===== src/rtl/mips_cp0_pkg.sv =====
// Shared CP0 register numbers, bit positions, sequencer states and the default handler address.
`default_nettype none

package mips_cp0_pkg;
  localparam logic [4:0] CP0_SR    = 5'd12;
  localparam logic [4:0] CP0_CAUSE = 5'd13;
  localparam logic [4:0] CP0_EPC   = 5'd14;

  localparam int SR_IE  = 0;
  localparam int SR_EXL = 1;
  localparam int IM_LO  = 10;
  localparam int IM_HI  = 15;

  typedef enum logic [1:0] {
    S_IDLE = 2'd0,
    S_TAKE = 2'd1,
    S_RET  = 2'd2
  } seq_state_e;

  localparam logic [31:0] DEFAULT_HANDLER_ADDR = 32'h0000_4180;
endpackage

`default_nettype wire


===== src/rtl/cp0_regs.sv =====
// CP0 SR/Cause/EPC storage with the MTC0 write port, MFC0 read mux and hardware EPC/EXL updates.
`default_nettype none

module cp0_regs
  import mips_cp0_pkg::*;
(
  input  logic        clk,
  input  logic        rst,
  input  logic [5:0]  HWInt,
  input  logic        we,
  input  logic [4:0]  wsel,
  input  logic [31:0] wd,
  input  logic [4:0]  rsel,
  output logic [31:0] rd,
  input  logic        hw_take,
  input  logic [29:0] hw_epc,
  input  logic        hw_ret,
  output logic [5:0]  im,
  output logic        ie,
  output logic        exl,
  output logic [29:0] epc
);

  logic [5:0] ip;

  always_ff @(posedge clk) begin
    if (!rst) begin
      im  <= '0;
      ie  <= 1'b0;
      exl <= 1'b0;
      ip  <= '0;
      epc <= '0;
    end else begin
      ip <= HWInt;
      if (we && wsel == CP0_SR) begin
        im  <= wd[IM_HI:IM_LO];
        exl <= wd[SR_EXL];
        ie  <= wd[SR_IE];
      end
      if (we && wsel == CP0_EPC)
        epc <= wd[31:2];
      // Hardware updates are ordered last so they override a simultaneous MTC0.
      if (hw_take) begin
        epc <= hw_epc;
        exl <= 1'b1;
      end
      if (hw_ret)
        exl <= 1'b0;
    end
  end

  always_comb begin
    rd = '0;
    case (rsel)
      CP0_SR: begin
        rd[IM_HI:IM_LO] = im;
        rd[SR_EXL]      = exl;
        rd[SR_IE]       = ie;
      end
      CP0_CAUSE: rd[IM_HI:IM_LO] = ip;
      CP0_EPC:   rd[31:2]        = epc;
      default:   rd = '0;
    endcase
  end

endmodule

`default_nettype wire


===== src/rtl/int_sequencer.sv =====
// Interrupt / ERET sequencer: picks a safe take point in EX, flushes younger stages, redirects fetch.
`default_nettype none

module int_sequencer
  import mips_cp0_pkg::*;
#(
  parameter logic [31:0] HANDLER_ADDR = DEFAULT_HANDLER_ADDR
) (
  input  logic        clk,
  input  logic        rst,
  input  logic [5:0]  HWInt,
  input  logic        stall,
  input  logic        ex_valid,
  input  logic [29:0] ex_pc,
  input  logic        id_eret,
  input  logic        cp0_we,
  input  logic [4:0]  cp0_wsel,
  input  logic [31:0] cp0_wd,
  input  logic [4:0]  cp0_rsel,
  output logic [31:0] cp0_rd,
  output logic        flush_if,
  output logic        flush_id,
  output logic        flush_ex,
  output logic        redirect_valid,
  output logic [29:0] redirect_pc,
  output logic        exl
);

  seq_state_e  state;
  logic [5:0]  im;
  logic        ie;
  logic [29:0] epc;
  logic        pend;
  logic        take;
  logic        ret;

  cp0_regs u_cp0 (
    .clk     (clk),
    .rst     (rst),
    .HWInt   (HWInt),
    .we      (cp0_we),
    .wsel    (cp0_wsel),
    .wd      (cp0_wd),
    .rsel    (cp0_rsel),
    .rd      (cp0_rd),
    .hw_take (take),
    .hw_epc  (ex_pc),
    .hw_ret  (ret),
    .im      (im),
    .ie      (ie),
    .exl     (exl),
    .epc     (epc)
  );

  // Detection looks at the registered SR, so a same-cycle MTC0 has no effect on it.
  assign pend = (|(HWInt & im)) & ie & ~exl;
  assign take = (state == S_IDLE) & pend & ex_valid & ~stall;
  assign ret  = (state == S_IDLE) & ~take & id_eret & ~stall;

  always_ff @(posedge clk) begin
    if (!rst) begin
      state          <= S_IDLE;
      flush_if       <= 1'b0;
      flush_id       <= 1'b0;
      flush_ex       <= 1'b0;
      redirect_valid <= 1'b0;
    end else begin
      flush_if       <= 1'b0;
      flush_id       <= 1'b0;
      flush_ex       <= 1'b0;
      redirect_valid <= 1'b0;
      case (state)
        S_IDLE: begin
          if (take) begin
            state          <= S_TAKE;
            flush_if       <= 1'b1;
            flush_id       <= 1'b1;
            flush_ex       <= 1'b1;
            redirect_valid <= 1'b1;
          end else if (ret) begin
            state          <= S_RET;
            flush_if       <= 1'b1;
            redirect_valid <= 1'b1;
          end
        end
        default: state <= S_IDLE;
      endcase
    end
  end

  always_comb begin
    case (state)
      S_TAKE:  redirect_pc = HANDLER_ADDR[31:2];
      S_RET:   redirect_pc = epc;
      default: redirect_pc = '0;
    endcase
  end

endmodule

`default_nettype wire


===== config.mk =====
export PLATFORM = sky130hd
export DESIGN_NAME = int_sequencer
export DESIGN_NICKNAME = d
export VERILOG_FILES = /design/src/rtl/mips_cp0_pkg.sv /design/src/rtl/cp0_regs.sv /design/src/rtl/int_sequencer.sv
export SDC_FILE = /design/constraint.sdc
export NUM_CORES = 1
export LEC_CHECK = 0
export ABC_AREA = 1
export ABC_CLOCK_PERIOD_IN_PS = 2000
export BUFFER_PORTS_ARGS = -buffer_cell sky130_fd_sc_hd__clkbuf_2
export CORE_UTILIZATION = 45
export DETAILED_ROUTE_END_ITERATION = 10
export GPL_TIMING_DRIVEN = 1
export PLACE_DENSITY = 0.78
export SLEW_MARGIN = 20
export SYNTH_ARGS = -nofsm -noshare
export SYNTH_HDL_FRONTEND = slang
export SYNTH_SLANG_ARGS = --single-unit

===== constraint.sdc =====
create_clock -name clk -period 2 [get_ports clk]
set_input_delay 0.1 -clock clk [delete_from_list [all_inputs] [get_ports clk]]
set_output_delay 0.1 -clock clk [all_outputs]
set_load 0.005 [all_outputs]

# After elaboration in Yosys (flattened, before gate mapping)
# Index checks and enable logic that the tools add are counted.
dict set report totals {
  regBits 48
  latch_bits 0
  ram_bits 0
  romBits 0
  in_bits 84
  out_inout_bits 67
  wordCells 54
  memories 0
}
dict set report op_classes {
  n_addsub 0
  mul 0
  div_mod_pow 0
  magnitude_cmp 0
  eq_ne 7
  n_shift 0
  n_mux 14
  n_bitwise 14
  reduce_logical 10
}
# op count
set op_table {}
lappend op_table {{30-bit two-way mux} 2}
lappend op_table {{30-bit case mux with 2 select lines} 1}
lappend op_table {{5-bit by 4-bit == test with 1-bit output, second input constant} 5}
lappend op_table {{6-bit case mux with 3 select lines} 1}
lappend op_table {{16-bit two-way mux} 1}
lappend op_table {{1-bit bitwise AND} 8}
lappend op_table {{8-bit two-way mux} 1}
lappend op_table {{1-bit two-way mux} 7}
lappend op_table {{6-bit bitwise AND} 1}
lappend op_table {{2-bit nonzero test} 3}
lappend op_table {{6-bit OR reduction} 1}
lappend op_table {{1-bit NOT} 5}
lappend op_table {{3-bit OR reduction} 1}
lappend op_table {{2-bit by 1-bit == test with 1-bit output, second input constant} 1}
lappend op_table {{2-bit == test, second input constant} 1}
lappend op_table {{1-bit logical AND} 2}
lappend op_table {{2-bit zero test} 1}
lappend op_table {{2-bit two-way mux} 1}
lappend op_table {{2-bit AND reduction} 1}
lappend op_table {{2-bit OR reduction} 1}

# Logic depth before layout (Yosys ltp)
# Gate-level depths: netlist of run 1.
dict set report depth {
  depth_word 13
  depth_mapped 10
  mapped_depth_nobuf 8
}

# By module
# From an unflattened synthesis of run 1, not the netlist that was laid out.
dict set report hier_totals {
  cells_unflattened 521
  hier_area_um2 3185.6
}
# mod n_inst cells_each area_each_um2 seq_area_each_um2
set modules_own_cells {}
lappend modules_own_cells {cp0_regs 1 414 2648.8 880.8}
lappend modules_own_cells {int_sequencer 1 107 536.8 80.1}

# Least setup slack after synthesis of run 1
# OpenSTA, ideal clock, no wires.
dict set report synth_path {
  kind {flip-flop to flip-flop}
  startpoint {reg state[0]}
  endpoint {reg u_cp0.epc[10]}
  setup_time_ns 0.132
  t_arrival_ns 1.277
  t_required_ns 1.868
  slack_ns 0.591
  path_stages_with_launch 9
  path_buffers 1
  period_less_slack_ns 1.409
  path_cell_list {dfxtp_1 inv_1 ha_1 nand3_1 nor2_2 clkbuf_1 nand3_1 nand2_1 a21oi_1}
}
dict set report synth_between {
  elab_chain_cells 5
  word_cells_on_any_way 6
  classes_between {mux: 1; bitwise: 3; reduce/logical: 2}
}
# element line
set synth_lines {}
lappend synth_lines {{start: declaration} int_sequencer.sv:29} ;# seq_state_e state;
lappend synth_lines {{start signal: assignment} int_sequencer.sv:62} ;# state <= S_IDLE;
lappend synth_lines {{start signal: assignment} int_sequencer.sv:75} ;# state <= S_TAKE;
lappend synth_lines {{start signal: assignment} int_sequencer.sv:81} ;# state <= S_RET;
lappend synth_lines {{2-bit zero test (*)} int_sequencer.sv:57} ;# assign take = (state == S_IDLE) & pend & ex_valid & ~stall;
lappend synth_lines {{1-bit bitwise AND (*) (3 in series)} int_sequencer.sv:57}
lappend synth_lines {{30-bit two-way mux / 2-bit nonzero test (equally long branches)} --}
lappend synth_lines {{end signal: assignment} cp0_regs.sv:41} ;# epc <= wd[31:2];
lappend synth_lines {{end signal: assignment} cp0_regs.sv:44} ;# epc <= hw_epc;
lappend synth_lines {{end: declaration} cp0_regs.sv:21} ;# output logic [29:0] epc
# Every way passes the cells marked *; elsewhere a longest branch is shown, timed or not.
# A chain may end at the register's enable or synchronous reset.

# Worst setup path after layout of run 1
dict set report layout_path {
  startpoint {reg state[0]}
  endpoint {reg u_cp0.epc[11]}
}
# Same word-level chain as after synthesis.

==> impl_metrics.json, run 1 <==
{
  "synth.largest_area_cell": "dfxtp_1",
  "dieHeight_um": 85.2,
  "start_kind": "flop",
  "grt_max_degree": 36,
  "root_buffer": "clkbuf_8",
  "drtIter0Drc": 164,
  "globalRouteTotalUtil": 0.249,
  "async_flop_share": 0,
  "synth_nets": 604,
  "cap_violations": 0,
  "leakagePower_nw": 2.23,
  "wl_mm": 8.93,
  "cp_top_family": "simple AND/OR/NAND/NOR gates",
  "coreArea_mm2": 0.00653,
  "relSlewSlack": 0.341,
  "fp-row-count": 29,
  "grt_pass1_wl_mm": 14.6,
  "synth_area_leaders": "dfxtp_1 31%, nand2_1 16%, inv_1 12%, nand3_1 10%, a21oi_1 6.1%",
  "synth-seq-cells": 48,
  "fin_crit_ns": 1.64,
  "drt.antenna.violating_nets": 0,
  "dp_hpwl_mm": 6.44,
  "rsz0062_at_grt": "false",
  "skew_ns": 0.00589,
  "cts_resized": 0,
  "final_cells": 733,
  "drc_errors": 0,
  "die_x_um": 85.2,
  "hold_viol": 0,
  "diodes": 0,
  "status": "completed",
  "first_pass_iters": 5,
  "crit_slowest_cell": "dfxtp_1",
  "drive_gt1_frac": 0.288,
  "ys.flop_type": "dfxtp_1",
  "max_clock_freq_ghz": 0.609,
  "first_global_vias": 3212,
  "hold_path.class": "in -> reg",
  "report.final.slew_viol_count": 0,
  "peakVddDrop_mv": 0.235,
  "gp_congestion": 0.817,
  "fillCellCount": 643,
  "initial_core_util": 0.477,
  "setup_viol": 0,
  "endpoint_kind": "flop",
  "dieArea_mm2": 0.00726,
  "cp.arrival_ns": 1.79,
  "path_class": "reg -> reg",
  "dp.cells": 720,
  "worstPathMaxFanout": 30,
  "crit_required_ns": 2.14,
  "postCtsSetupBuffers": 0,
  "fin_crit_sh": 0.821,
  "synth_common_cells": "130 x nand2_1, 99 x inv_1, 62 x nand3_1, 48 x dfxtp_1, 42 x nor2_1",
  "dr_total_vias": 3701,
  "synth_edf_count": 0,
  "postSynthAreaPerCell_um2": 6.03,
  "numPortBuffers": 150,
  "cts-hold-fix-buffers": 5,
  "ys_types": 22,
  "path_common_cell": "nand2_1",
  "pre_cts_slack_ns": 0.418,
  "utilization": 0.611,
  "vias_per_cell": 5.05,
  "yosysWarnings": 0,
  "place_area_mm2": 0.00385,
  "clock_latency_ns": 0.30,
  "yosysTopAreaCellShare": 0.308,
  "cts_buffers": 5,
  "io_pins": 151,
  "clockBufferDepth": 2,
  "power.density_mw_per_mm2": 458,
  "grt.overflow.total": 0,
  "yosysMostFrequentCell": "nand2_1",
  "area_growth_pct": 28.1,
  "antenna_found_initial": 0,
  "synthCells": 517,
  "stdcell_area_mm2": 0.00399,
  "wl_per_cell_um": 12.2,
  "seq_area_frac_synth": 0.308,
  "cts_max_level": 2,
  "worstMarginPinSlew_ns": 0.988,
  "cts_tree": "built",
  "clk_pin_slew_ns": 0.09,
  "clock_sinks": 48,
  "critPathBufInv": 2,
  "path_cells": "inv_1 > ha_1 > nand3_1 > nor2_2 > nand2_2 > buf_4 > nand2_1 > nand2_1 > a21oi_1",
  "syn_area_mm2": 0.00312,
  "fin_setup_tns_ns": 0,
  "critPathMaxStageDelay_ns": 0.37,
  "fin_ws_ns": 0.358,
  "nNetsFinal": 742
}
==> cells by family after synthesis <==
logic type	synth area share
buffers and inverters	0.190
and+or+nand+nor	0.418
DFF	0.308
AOI/OAI and AO/OA	0.0723
adders and majority gates	0.0120
==> routing by layer <==
| layer | GRT usage | share of wire |
|---|---|---|
| met5 | 0 | 0 |
| met2 | 0.421 | 0.47 |
| met3 | 0.0535 | 0.083 |
| met4 | 0.0709 | 0.013 |
| met1 | 0.319 | 0.43 |
==> path summary, 6_finish.rpt <==
path | start | end | slack [ns] | cells past startpoint
worst min-delay path | HWInt[2] | u_cp0.ip[2] | 0.001 | 3
worst min register to register | u_cp0.ie | u_cp0.ie | 0.49 | 2
worst max-delay path | state[0] | u_cp0.epc[11] | 0.36 | 9
worst max register to register | state[0] | u_cp0.epc[11] | 0.36 | 9
==> report_power, final <==
group,switching (mW),internal (mW),total (mW)
Combinational,0.143,0.101,0.244
Clock,0.323,0.283,0.606
Sequential,0.00873,0.971,0.979
==> sequential cells by signal, indices dropped and copies added, names as in the netlist <==
signal and count:
redirect_valid 1, u_cp0.exl 1, state 2, u_cp0.ie 1, flush_ex 1, u_cp0.ip 6, u_cp0.epc 30, u_cp0.im 6
==> layout by cell type (no fill, tap or decap) <==
cell	count
a21oi_1	38
and2_1	1
buf_4	12
clkbuf_1	2
clkbuf_2	150
clkbuf_8	6
dfxtp_1	48
dlygate4sd3_1	5
ha_1	3
inv_1	99
inv_2	4
nand2_1	130
nand2_2	2
nand3_1	62
nand3_2	10
nand3b_1	1
nand4_1	30
nor2_1	41
nor2_2	4
nor4_2	1
o21ai_0	7
==> worst min-delay path, stage by stage <==
cell,delay [ns]
clkbuf_2,0.09
nand2_1,0.04
inv_1,0.04
==> per-stage QoR <==
stage / total power [mW] / hold slack (ns)
2_1_floorplan: 1.11 / 0.193
3_3_place_gp: 1.23 / 0.294
3_5_place_dp: 1.24 / 0.303
4_1_cts: 1.83 / 0.000298
5_1_grt: 1.91 / 0.0118
6_report: 1.83 / 0.00115
==> layout make-up <==
type                       count  area, um^2  share of cell area
timing repair buffer         167         891               0.223
clock buffer                   8        90.1              0.0226
sequential                    48         961               0.241
multi-input combinational    330        1570               0.392
tap                           77        96.3              0.0241
inverter                     103         387              0.0969
(Power assumes the default switching activity.)
==> run 2: changes to the inputs <==
--- a/config.mk
+++ b/config.mk
@@ -6,12 +6,12 @@
 export NUM_CORES = 1
 export LEC_CHECK = 0
 export ABC_AREA = 1
-export ABC_CLOCK_PERIOD_IN_PS = 2000
+export ABC_CLOCK_PERIOD_IN_PS = 1500
 export BUFFER_PORTS_ARGS = -buffer_cell sky130_fd_sc_hd__clkbuf_2
-export CORE_UTILIZATION = 45
+export CORE_UTILIZATION = 42
 export DETAILED_ROUTE_END_ITERATION = 10
 export GPL_TIMING_DRIVEN = 1
-export PLACE_DENSITY = 0.78
+export PLACE_DENSITY = 0.77
 export SLEW_MARGIN = 20
 export SYNTH_ARGS = -nofsm -noshare
 export SYNTH_HDL_FRONTEND = slang
==> constraint.sdc (replaced) <==
create_clock -name clk -period 1.5 [get_ports clk]
set_input_delay 0.075 -clock clk [delete_from_list [all_inputs] [get_ports clk]]
set_output_delay 0.075 -clock clk [all_outputs]
set_load 0.005 [all_outputs]
==> impl_metrics.json, run 2 (synthesis gave the netlist of run 1 again) <==
{
  "nNetsFinal": 759,
  "dieArea_mm2": 0.00777,
  "worstMarginPinSlew_ns": 0.423,
  "reg.largest.list": "u_cp0.epc: 30 flops, u_cp0.im: 6 flops, u_cp0.ip: 6 flops",
  "numPortBuffers": 150,
  "fin_crit_sh": 0.985,
  "cts_max_level": 2,
  "clk_pin_slew_ns": 0.09,
  "reg2regPathDepth": 9,
  "critPathBufInv": 2,
  "crit_slowest_cell": "dfxtp_2",
  "dp_hpwl_mm": 7.11,
  "wl_met3_um": 571,
  "gp_congestion": 0.817,
  "power.density_mw_per_mm2": 556,
  "wl_per_cell_um": 12.7,
  "power_frac_comb": 0.151,
  "r2r_setup_slack_ns": 0.02,
  "grt_max_degree": 32,
  "vias_per_cell": 4.93,
  "drt.antenna.violating_nets": 0,
  "cap_violations": 0,
  "drive_gt1_frac": 0.357,
  "grt.overflow.total": 0,
  "initial_core_util": 0.432,
  "crit_required_ns": 1.72,
  "root_buffer": "clkbuf_8",
  "worstReg2RegStart": "state[1]",
  "rsz0062_at_grt": "true",
  "clock_latency_ns": 0.29,
  "status": "completed",
  "wl_mm": 9.82,
  "top_register": "u_cp0.epc",
  "critPathMaxStageDelay_ns": 0.35,
  "cp_top_family": "simple AND/OR/NAND/NOR gates",
  "start_kind": "flop",
  "clockBufferDepth": 2,
  "min_from": "cp0_wd[13]",
  "dr_total_vias": 3807,
  "drtIter0Drc": 231,
  "fin_crit_ns": 1.48,
  "max_clock_freq_ghz": 0.677,
  "hold_viol": 0,
  "path_cells": "inv_2 > ha_4 > nand3_4 > nor2_4 > nand2_8 > clkbuf_16 > nand2_1 > nand2_1 > a21oi_1",
  "path_common_cell": "nand2_1",
  "fillCellCount": 697,
  "layout_commonest_cell": "clkbuf_2",
  "cts_buffers": 5,
  "switching_share": 0.257,
  "hold_path.class": "in -> reg",
  "power.switching_uw": 635,
  "setup_viol": 0,
  "final_cells": 772,
  "largest_register_ffs": 30,
  "min_to": "u_cp0.im[3]",
  "peakVddDrop_mv": 0.415,
  "area_growth_pct": 42.7,
  "wl_met1_mm": 4.29,
  "leakagePower_nw": 2.38,
  "pwr-share-seq": 0.529,
  "min_delay_path_depth": 3,
  "cp.arrival_ns": 1.70,
  "top_layer": "met4",
  "relSlewSlack": 0.717,
  "first_global_vias": 3280,
  "skew_ns": 0.00874,
  "clock_sinks": 48,
  "antenna_found_initial": 0,
  "die_x_um": 88.1,
  "globalRouteTotalUtil": 0.241,
  "coreArea_mm2": 0.00721,
  "regArea_um2": 963,
  "fp-row-count": 31,
  "endpoint_kind": "flop",
  "intPower_mw": 1.84,
  "report.final.slew_viol_count": 0,
  "dp.cells": 750,
  "utilization": 0.616,
  "multi_input_area_mm2": 0.00173,
  "layout_common_cells": "150 x clkbuf_2, 110 x nand2_1, 97 x inv_1",
  "dieHeight_um": 88.1,
  "io_pins": 151,
  "grt_pass1_wl_mm": 14.8,
  "first_pass_iters": 4,
  "worstPathMaxFanout": 8,
  "cts_tree": "built",
  "r2r_end": "u_cp0.epc[10]",
  "clkPwrFrac": 0.320,
  "diodes": 0,
  "path_class": "reg -> reg",
  "drc_errors": 0,
  "dr_wl_met2_mm": 4.90
}
-- run 2: stage by stage --
step                setup slack, ns  instance area, um^2  TNS (ns)  hold slack [ns]  power (mW)
CTS                         -0.0180                 4160   -0.0194           0.0578        2.46
floorplan                    0.0909                 3120         0            0.168        1.48
global route                -0.0695                 4450    -0.959           0.0703        2.58
global placement             0.0903                 3980         0            0.272        1.66
detailed placement          -0.0523                 3980    -0.656            0.275        1.67
finish                       0.0227                 4450         0           0.0589        2.47
-- run 2: worst reg2reg max path: cells and delay by family (launching register included) --
family,cells,cell delay [ns]
AOI/OAI and AO/OA,1,0.12
adders and majority gates,1,0.16
buffers and inverters,2,0.28
DFF,1,0.35
and+or+nand+nor,5,0.50
-- run 2: repair_timing --
item,4_1_cts,5_1_grt
hold endpoints to repair,6,0
pin swaps,1,11
resized for setup,9,43
endpoints found under the setup margin,32,55
setup buffers,0,4
hold buffers,6,0
gates cloned,0,4
-- run 2: per-layer routing --
layer / vias to the layer above / global-route usage
met4: 0 / 0.0469
li1: 1908 / -
met1: 1757 / 0.311
met5: - / 0
met3: 4 / 0.0368
met2: 138 / 0.426
-- run 2: cell type report --
class | instances | share of cell area
inverters | 103 | 0.0875
multi-input cells | 330 | 0.390
flip-flops and latches | 48 | 0.217
clock buffers | 8 | 0.0203
well taps | 99 | 0.0279
repair buffers | 184 | 0.258
-- run 2: power by group through the flow --
stage	clock network, mW	registers, mW	logic (mW)
after floorplan	0	1.33	0.149
after global placement	0	1.33	0.323
after detailed placement	0	1.34	0.329
after CTS	0.801	1.31	0.351
after global routing	0.861	1.31	0.406
final	0.791	1.31	0.373
-- run 2: how the worst max path moves through the flow --
stage / start / endpoint / slack [ns] / cells past startpoint
after floorplan: state[0] / u_cp0.epc[10] / 0.09 / 8
after global placement: state[1] / u_cp0.epc[25] / 0.09 / 9
after detailed placement: state[1] / u_cp0.epc[3] / -0.05 / 9
after CTS: state[0] / redirect_pc[5] / -0.02 / 6
after global routing: state[1] / u_cp0.epc[10] / -0.07 / 9
final: state[1] / u_cp0.epc[10] / 0.02 / 9
==> run 3: changes to the inputs <==
--- a/config.mk
+++ b/config.mk
@@ -7,7 +7,7 @@
 export LEC_CHECK = 0
 export ABC_AREA = 1
 export ABC_CLOCK_PERIOD_IN_PS = 1500
-export BUFFER_PORTS_ARGS = -buffer_cell sky130_fd_sc_hd__clkbuf_2
+export BUFFER_PORTS_ARGS = -buffer_cell sky130_fd_sc_hd__buf_2
 export CORE_UTILIZATION = 42
 export DETAILED_ROUTE_END_ITERATION = 10
 export GPL_TIMING_DRIVEN = 1
==> impl_metrics.json, run 3 (synthesis gave the netlist of run 1 again) <==
{
  "grt_max_degree": 32,
  "wl_mm": 9.91,
  "crit_required_ns": 1.69,
  "status": "completed",
  "dr_wl_met2_mm": 4.83,
  "cts_max_level": 2,
  "layout_common_cells": "151 x buf_2, 126 x nand2_1, 97 x inv_1",
  "setup_viol": 0,
  "io_pins": 151,
  "dr_total_vias": 3870,
  "wl_per_cell_um": 12.8,
  "path_cells": "inv_2 > ha_4 > nand3_4 > nor2_4 > buf_4 > nand3_1 > nand2_1 > a21oi_2",
  "coreArea_mm2": 0.00721,
  "cap_violations": 0,
  "leakagePower_nw": 2.43,
  "peakVddDrop_mv": 0.342,
  "cts_buffers": 5,
  "power_mw": 2.51,
  "endpoint_kind": "flop",
  "fillCellCount": 719,
  "grt_pass1_wl_mm": 14.5,
  "power.density_mw_per_mm2": 577,
  "layout_commonest_cell": "buf_2",
  "min_delay_path_depth": 3,
  "min_to": "u_cp0.im[1]",
  "top_layer": "met4",
  "die_x_um": 88.1,
  "antenna_found_initial": 0,
  "numPortBuffers": 150,
  "r2r_end": "u_cp0.epc[28]",
  "cts_tree": "built",
  "cp_top_family": "simple AND/OR/NAND/NOR gates",
  "dieHeight_um": 88.1,
  "clock_latency_ns": 0.30,
  "hold_viol": 0,
  "reg.largest.list": "u_cp0.epc: 30 flops, u_cp0.im: 6 flops, u_cp0.ip: 6 flops",
  "gp_congestion": 0.829,
  "fin_ws_ns": 0.0118,
  "area_growth_pct": 39.6,
  "first_pass_iters": 6,
  "worstReg2RegStart": "state[0]",
  "cp.arrival_ns": 1.68,
  "critPathBufInv": 2,
  "hold_path.class": "in -> reg",
  "fp-row-count": 31,
  "worstMarginPinSlew_ns": 0.420,
  "wl_met1_mm": 4.19,
  "path_class": "reg -> reg",
  "skew_ns": 0.00929,
  "relSlewSlack": 0.719,
  "root_buffer": "clkbuf_8",
  "dieArea_mm2": 0.00777,
  "first_global_vias": 3209,
  "clockBufferDepth": 2,
  "nNetsFinal": 759,
  "drive_gt1_frac": 0.333,
  "initial_core_util": 0.432,
  "worstPathMaxFanout": 15,
  "wl_met3_um": 743,
  "rsz0062_at_grt": "true",
  "critPathMaxStageDelay_ns": 0.33,
  "max_clock_freq_ghz": 0.672,
  "reg2regPathDepth": 8,
  "fin_crit_sh": 0.992,
  "clk_pin_slew_ns": 0.09,
  "start_kind": "flop",
  "grt.overflow.total": 0,
  "vias_per_cell": 5.01,
  "drt.antenna.violating_nets": 0,
  "fin_crit_ns": 1.49,
  "top_register": "u_cp0.epc",
  "min_from": "cp0_wd[11]",
  "drc_errors": 0,
  "r2r_setup_slack_ns": 0.01,
  "drtIter0Drc": 298,
  "pre_cts_slack_ns": -0.000973,
  "dp_hpwl_mm": 7.03,
  "report.final.slew_viol_count": 0,
  "globalRouteTotalUtil": 0.236,
  "crit_slowest_cell": "dfxtp_2",
  "diodes": 0,
  "largest_register_ffs": 30,
  "clock_sinks": 48,
  "crit_cells": 8
}
run 3: cell types whose count changed in the layout (fill, tap and decap cells not counted), moves of 4 or more:
cell,delta
clkbuf_2,-150
nand2_2,-11
nand2_1,+16
buf_2,+151
nand2_4,-4
run 3: area by class of cell:
class	count	area, um^2	share of cell area
clock buffers	8	90.1	0.0207
inverters	103	387	0.0889
multi-input cells	330	1660	0.381
flip-flops and latches	48	963	0.222
well taps	99	124	0.0285
repair buffers	184	1130	0.259
run 3: layer usage:
layer / up-vias / track usage
met2: 184 / 0.419
met4: 0 / 0.0616
met1: 1756 / 0.296
met5: - / 0
met3: 17 / 0.0377
li1: 1913 / -
run 3: what timing repair did:
item	4_1_cts	5_1_grt
hold endpoints to repair	6	0
pin swaps	0	6
cloned	0	3
resized for setup	2	25
hold buffers	6	0
setup buffers	0	6
endpoints found under the setup margin	11	34
run 3: worst min-delay path, stage by stage:
cell and delay, ns:
buf_2 0.09, o21ai_0 0.08, nor2_1 0.08
run 3: stage by stage:
step | setup TNS [ns] | hold WS [ns] | util | instances | area, um^2
6_report | 0 | 0.0571 | 0.603 | 772 | 4350
2_1_floorplan | 0 | 0.168 | - | 517 | 3120
3_3_place_gp | 0 | 0.269 | 0.550 | 749 | 3970
5_1_grt | -0.980 | 0.0665 | 0.603 | 772 | 4350
3_5_place_dp | -0.00168 | 0.275 | 0.550 | 749 | 3970
4_1_cts | 0 | 0.0463 | 0.572 | 763 | 4130
run 3: worst max-delay path by stage:
stage          startpoint            end  slack [ns]
2_1_floorplan    state[0]  u_cp0.epc[10]        0.09
3_3_place_gp     state[1]  u_cp0.epc[29]        0.09
3_5_place_dp     state[1]   u_cp0.epc[3]      -0.001
4_1_cts          state[1]  u_cp0.epc[14]        0.02
5_1_grt          state[0]  u_cp0.epc[28]       -0.08
6_report         state[0]  u_cp0.epc[28]        0.01
run 3: where the power goes:
group / switching (mW) / leakage (nW) / internal [mW]
Combinational: 0.214 / 1.99 / 0.178
Clock: 0.430 / 0.0455 / 0.377
Sequential: 0.0136 / 0.390 / 1.29
Total: 0.657 / 2.43 / 1.85
